==> src/rtl/rx_byte_fifo.sv <==
// Receive-side FWFT byte FIFO behind the UART receiver: edge-detected capture, fill level, sticky overflow.
// Build option RX_FIFO_DROP_ERR_EN: discard parity-errored characters instead of storing them.
module rx_byte_fifo #(
  parameter int DATA_WIDTH = 8,
  parameter int DEPTH      = 16
) (
  input  logic                     clk,
  input  logic                     reset,
  input  logic [DATA_WIDTH-1:0]    rx_data_in,
  input  logic                     rx_error_in,
  input  logic                     rx_valid_in,
  input  logic                     rd_en,
  input  logic                     clear_overflow,
  output logic [DATA_WIDTH-1:0]    rd_data,
  output logic                     rd_error,
  output logic                     empty,
  output logic                     full,
  output logic [$clog2(DEPTH):0]   count,
  output logic                     overflow
);

  localparam int AW = $clog2(DEPTH);
  localparam int CW = AW + 1;
`ifdef RX_FIFO_DROP_ERR_EN
  localparam int ENTRY_W = DATA_WIDTH;
`else
  localparam int ENTRY_W = DATA_WIDTH + 1;
`endif

  logic [ENTRY_W-1:0] mem [DEPTH];
  logic [ENTRY_W-1:0] wr_entry;
  logic [ENTRY_W-1:0] head;
  logic [AW-1:0]      wr_ptr;
  logic [AW-1:0]      rd_ptr;
  logic               valid_d;
  logic               wr_stb;
  logic               wr_ok;
  logic               do_wr;
  logic               do_rd;
  logic               ovf_set;

  // valid_d resets high so a level held through reset release is not seen as an edge
  assign wr_stb = rx_valid_in & ~valid_d;

`ifdef RX_FIFO_DROP_ERR_EN
  assign wr_ok    = wr_stb & ~rx_error_in;
  assign wr_entry = rx_data_in;
  assign rd_error = 1'b0;
`else
  assign wr_ok    = wr_stb;
  assign wr_entry = {rx_error_in, rx_data_in};
  assign rd_error = ~empty & head[DATA_WIDTH];
`endif

  assign empty   = (count == '0);
  assign full    = (count == CW'(DEPTH));
  assign do_rd   = rd_en & ~empty;
  // a pop in the same cycle frees the slot, so a write into a full FIFO is still accepted
  assign do_wr   = wr_ok & (~full | do_rd);
  assign ovf_set = wr_ok & full & ~rd_en;

  assign head    = mem[rd_ptr];
  assign rd_data = empty ? '0 : head[DATA_WIDTH-1:0];

  always_ff @(posedge clk) begin
    if (do_wr) mem[wr_ptr] <= wr_entry;
  end

  always_ff @(posedge clk or negedge reset) begin
    if (!reset) begin
      wr_ptr   <= '0;
      rd_ptr   <= '0;
      count    <= '0;
      overflow <= 1'b0;
      valid_d  <= 1'b1;
    end else begin
      valid_d <= rx_valid_in;
      if (do_wr) wr_ptr <= wr_ptr + 1'b1;
      if (do_rd) rd_ptr <= rd_ptr + 1'b1;
      if (do_wr && !do_rd)      count <= count + 1'b1;
      else if (do_rd && !do_wr) count <= count - 1'b1;
      if (ovf_set)             overflow <= 1'b1;
      else if (clear_overflow) overflow <= 1'b0;
    end
  end

endmodule

==> config.mk <==
export PLATFORM = sky130hd
export DESIGN_NAME = rx_byte_fifo
export DESIGN_NICKNAME = d
export VERILOG_FILES = /design/src/rtl/rx_byte_fifo.sv
export SDC_FILE = /design/constraint.sdc
export NUM_CORES = 1
export LEC_CHECK = 0
export CAP_MARGIN = 40
export CORE_AREA = 2 2 100 141
export DETAILED_ROUTE_END_ITERATION = 10
export DIE_AREA = 0 0 102 143
export GPL_TIMING_DRIVEN = 0
export PLACE_DENSITY_LB_ADDON = 0.12
export SYNTH_ARGS = -nofsm -noshare
export SYNTH_HDL_FRONTEND = slang
export SYNTH_SLANG_ARGS = --single-unit
==> constraint.sdc <==
create_clock -name clk -period 3.3 [get_ports clk]
set_clock_uncertainty 0.15 [all_clocks]
set_input_delay 0.99 -clock clk [delete_from_list [all_inputs] [get_ports clk]]
set_output_delay 0.99 -clock clk [all_outputs]
set_load 0.005 [all_outputs]
# Yosys cells after proc, flatten, opt, wreduce, memory -nomap -nowiden
# Memories as Yosys holds them, arrays and structs flattened.
# Cells that the tools add are included.
dict set report classes {
  multipliers 0
  reduce_logical 7
  eq_ne 1
  magnitude_cmp 0
  shift 0
  n_div 0
  bitwise_logic 11
  n_mux 7
  addsub 4
}
# operator n
set ops {}
lappend ops {{5-bit two-way mux} 2}
lappend ops {{4-bit by 1-bit adder with 4-bit output, second input constant} 2}
lappend ops {{8-bit two-way mux} 1}
lappend ops {{1-bit AND} 6}
lappend ops {{5-bit by 1-bit adder with 5-bit output, second input constant} 1}
lappend ops {{5-bit == test, second input constant} 1}
lappend ops {{5-bit logical NOT} 1}
lappend ops {{5-bit by 1-bit subtractor with 5-bit output, second input constant} 1}
lappend ops {{1-bit two-way mux} 4}
lappend ops {{1-bit inverter} 4}
lappend ops {{2-bit nonzero test} 2}
lappend ops {{1-bit logical AND} 2}
lappend ops {{1-bit logical NOT} 2}
lappend ops {{1-bit OR} 1}
dict set report totals {
  word_cells 36
  latch_bits 0
  mem_bits_ro 0
  ram_bits 144
  mem_count 1
  output_inout_bits 17
  register_bits 15
}
# name words word_bits rd rd_ports_with_merged_regs write_ports line
set memory_table {}
lappend memory_table {mem 16 9 1 0 1 30} ;# logic [ENTRY_W-1:0] mem [DEPTH];

# Logic depth before layout (Yosys ltp)
dict set report logic_depth {
  word_depth 9
  depth_mapped 10
  ltp_nobuf 10
}

# Least setup slack after synthesis
# No wires, ideal clock.
dict set report synth_path {
  kind {input port to flip-flop}
  startpoint {in rx_valid_in}
  endpoint {reg count[4]}
  cell_stages 8
  slack_ns 0.182
  t_required_ns 3.014
  arrival_time_ns 2.832
  path_buffers 0
  path_cell_list {nand2b_1 > a31oi_2 > ha_1 > inv_1 > fa_1 > a21o_1 > a2111oi_0 > o31ai_1}
}
dict set report synth_between {
  elab_chain_len 5
  elab_cells_between_ends 7
}
# item line
set synth_rtl {}
lappend synth_rtl {{start, declared} 11} ;# input logic rx_valid_in,
lappend synth_rtl {{1-bit AND *} 43} ;# assign wr_stb = rx_valid_in & ~valid_d;
lappend synth_rtl {{1-bit AND *} 59} ;# assign do_wr = wr_ok & (~full | do_rd);
lappend synth_rtl {{named net do_wr} 38} ;# logic do_wr;
lappend synth_rtl {{1-bit logical NOT} 81} ;# else if (do_rd && !do_wr) count <= count - 1'b1;
lappend synth_rtl {{1-bit logical AND} 81}
lappend synth_rtl {{2-bit nonzero test (no source line)} -}
lappend synth_rtl {{end signal, assigned} 80} ;# if (do_wr && !do_rd) count <= count + 1'b1;
lappend synth_rtl {{end signal, assigned} 81}
lappend synth_rtl {{end, declared} 18} ;# output logic [$clog2(DEPTH):0] count,
# Mark *: on every way through the listed nets, which the timed path passes. The rest lies on a longest branch.
# A chain may end at the register's enable or synchronous reset.

# Worst setup path after layout
dict set report layout_path {
  startpoint {reg rd_ptr[1]}
  endpoint {out rd_data[7]}
}
dict set report layout_between {
  elab_chain_len 2
}
# item line
set layout_rtl {}
lappend layout_rtl {{start, declared} 34} ;# logic [AW-1:0] rd_ptr;
lappend layout_rtl {{start signal, assigned} 79} ;# if (do_rd) rd_ptr <= rd_ptr + 1'b1;
lappend layout_rtl {{memory 16 x 9 bit} -}
lappend layout_rtl {{8-bit two-way mux} 63} ;# assign rd_data = empty ? '0 : head[DATA_WIDTH-1:0];
lappend layout_rtl {{end, declared} 14} ;# output logic [DATA_WIDTH-1:0] rd_data,
# No other way between the ends.

==> reports/results.tsv <==
stage	metric	value	unit
run_status	outcome	finished, violations left	
run_status	failing checks	negative setup slack	
global_route	All-Layer GR Usage	18.87	%
pwr	Comb pwr share	34.5	%
yosys	most common cell in the netlist	edfxtp_1	
yosys	largest cells by area after synthesis	edfxtp_1 66%, mux4_1 7.2%, mux4_2 6.2%, dfrtp_1 5.4%, mux2_2 1.9%	
timing	fin. max-slew vios	0	
yosys	Yosys warning count	0	
layout	Register Area	0.004705	mm²
routing	Final ANT Viol Nets	0	
routing	Remaining DRCs	0	
floorplanning	Die Wd	102	µm
layout	# diodes	0	
global_route	Global Route met2 Usage	30.61	%
placed_design	detailed placement HPWL	8343	µm
pwr	Net Sw Power	0.001955	W
clock_network	TritonCTS clock tree	built	
clock_network	H-tree lvl count	4	
pwr	Leak Pwr	2.737	nW
global_route	Most Crowded Layer GR	met2	
worst_hold_path	hold crit path type	reg -> reg	
global_route	grt total ovfl	0	
placed_design	PortBufs	30	
critical_path	CP startpoint kind	flop	
clock_network	CTS sink count	159	
timing	unrepaired setup endpoints after global routing	yes	
global_route	initial antenna violation count	0	
timing	Period Utilization, post-route	103.2	%
clock_network	CTS Buffer Depth	2	
timing	final setup margin	-105.3	ps
global_route	via count of the first global-routing pass	3393	
layout	area occupied by multi-input gates	0.001752	mm²
timing	slew of the pin with the lowest slew margin	719.4	ps
yosys	Post-Synthesis Cell Area	0.006535	mm²
yosys	Gate Count Post-Synth	328	
yosys	Syn Nets	352	
clock_network	Num CTS Buffers	17	
floorplanning	Initial Util	49.27	%
global_route	largest net degree at the start of global routing	17	
yosys	post-synth top area share	66.17	%
yosys	cell taking the most area after synthesis	edfxtp_1	
critical_path	critical path class	reg -> out	
pwr	Seq pwr share	36.5	%
pwr	power density over the cells	862.9	mW/mm²
routing	drt wl/cell	20.73	µm
pwr	peak supply drop	526.1	µV
placed_design	Final GP Congestion	0.7497	
routing	via count	3254	
clock_network	clock root cell	clkbuf_16	
critical_path	Worst EP arrival	2270	ps
floorplanning	die height	143	µm
layout	Syn-to-layout area delta	21.60	%
routing	DR vias/cell	5.432	
yosys	Post-synth EDFFs	144	
yosys	Syn Area/Cell	19.92	µm²
layout	share of post-route cells with drive strength above 1	34.53	%
timing	min Tclk post-route	3405	ps
pwr	Net Sw Frac	28.52	%
placed_design	Placed Cells	556	
layout	Finished Layout Cells	599	
floorplanning	I/O pin count	31	
yosys	Post-synth top flop	edfxtp_1	
floorplanning	area of the die	0.01459	mm²
pwr	internal power	0.004901	W
timing	setup_tns	-542.8	ps
critical_path	CP max FO	5	
floorplanning	cell row count	50	
global_route	GR Util met3	4.503	%
global_route	M1 GR Usage	25.28	%
pwr	clock network power share	29.0	%
timing	endpoints failing setup	7	
layout	Total Nets Final	428	
routing	DRT Pass-1 Iters	4	
global_route	first-pass GRT wire length	19490	µm
timing	Rel. slew slack	51.67	%
clock_network	clock-pin slew on the worst setup and hold paths	60	ps
timing	Final Hold Fails	0	
floorplanning	Placeable Area	0.01326	mm²
routing	drt total wl	12420	µm
run	total of max-cap violations	0	
critical_path	crit end category	primary output	
layout	filler cell count	1014	
timing	fmax	0.2937	GHz
yosys	Post-synth ARST share	9.434	%
critical_path	Critical Path RT	2160	ps
yosys	Seq cells post-synth	159	
timing	worst hold margin	385.3	ps
yosys	register area share after synthesis	71.93	%
yosys	synth cell count leaders	144 x edfxtp_1, 18 x mux4_1, 18 x mux4_2	
routing	Detailed Route Iter0 Violations	157	
clock_network	Clock Latency Late Sink	410	ps
yosys	count of cell types in the netlist	38	
-- power by group through the flow --
stage	sequential (W)	combinational (W)	clock [W]
after detailed placement	0.00252	0.00215	0
after CTS	0.00250	0.00240	0.00202
after global placement	0.00251	0.00209	0
after floorplan	0.00250	0.00139	0
after global routing	0.00253	0.00258	0.00210
final	0.00250	0.00237	0.00199
-- flip-flops by register name, summed over array words and instances (netlist names) --
register / flops
count: 5
mem: 144
overflow: 1
rd_ptr: 4
valid_d: 1
wr_ptr: 4
-- worst max-delay path, stage by stage, from the launching register on --
cell and delay (ps):
dfrtp_2 490, buf_8 150, buf_6 100, mux4_2 510, mux2_4 290, o21ai_2 120, a21oi_1 60, buf_2 130
-- kinds of logic after synthesis --
family          count (synthesis)  share of synthesized area, %
fa+ha+maj                      10                         2.030
mux                            57                         16.87
compound gates                 30                         2.661
flops                         159                         71.93
buf+inv                        22                         2.336
simple gates                   41                         2.968
xor+xnor                        9                         1.206
-- path summary, 6_finish.rpt --
kind / slack [ps] / end / from / cells past startpoint
worst min register to register: 390 / overflow$_DFFE_PN0P_ / overflow$_DFFE_PN0P_ / 2
worst min-delay path: 390 / overflow$_DFFE_PN0P_ / overflow$_DFFE_PN0P_ / 2
min in group asynchronous: 840 / rd_ptr[0]$_DFFE_PN0P_ / reset / 1
worst max-delay path: -110 / rd_data[7] / rd_ptr[1]$_DFFE_PN0P_ / 7
worst max register to register: 410 / count[4]$_DFFE_PN0P_ / count[0]$_DFFE_PN0P_ / 9
max in group asynchronous: 1680 / count[0]$_DFFE_PN0P_ / reset / 1
-- layout make-up --
class | instances | area share, %
Clock inverter | 13 | 2.141
Timing Repair Buffer | 57 | 6.046
Tap cell | 182 | 2.866
Inverter | 6 | 0.2834
Multi-Input combinational cell | 147 | 22.04
Sequential cell | 159 | 59.20
Buffer | 16 | 1.968
Clock buffer | 19 | 5.448
-- cell usage in the layout, fill, tap and decap left out, drive strengths merged, types with 2 or more instances in the layout --
cell type	n
edfxtp	144
buf	49
mux4	36
clkbuf	22
clkdlybuf4s50	21
dfrtp	14
o21ai	13
nand2	12
nor2	12
mux2	11
a21oi	11
mux2i	10
ha	9
xnor2	8
nor3	7
inv	6
clkinv	6
bufinv	4
nand2b	4
clkinvlp	3
a21o	2
nand3	2
-- timing repair --
item,4_1_cts,5_1_grt
setup endpoints to repair,11,11
pin swaps,9,8
hold buffers,0,0
gates cloned,2,0
setup buffers,10,1
resized for setup,81,15
-- metal layers --
| metal | part of all wire [%] | vias up |
|---|---|---|
| met5 | 0 | - |
| met3 | 5.0 | 13 |
| li1 | - | 1475 |
| met2 | 52 | 86 |
| met4 | 1.5 | 0 |
| met1 | 41 | 1680 |
-- through the flow --
step | setup slack (ps) | cell area, µm² | util (%) | total power [W]
after CTS | -153.7 | 7931 | 59.80 | 0.006926
after detailed placement | -712.2 | 7192 | 54.23 | 0.004667
final | -105.3 | 7946 | 59.92 | 0.006857
after global routing | -167.9 | 7946 | 59.92 | 0.007202
after floorplan | 182.3 | 6535 | - | 0.003889
after global placement | -760.3 | 7063 | 53.25 | 0.004603
Note: power is estimated with default switching activity, not from simulation.
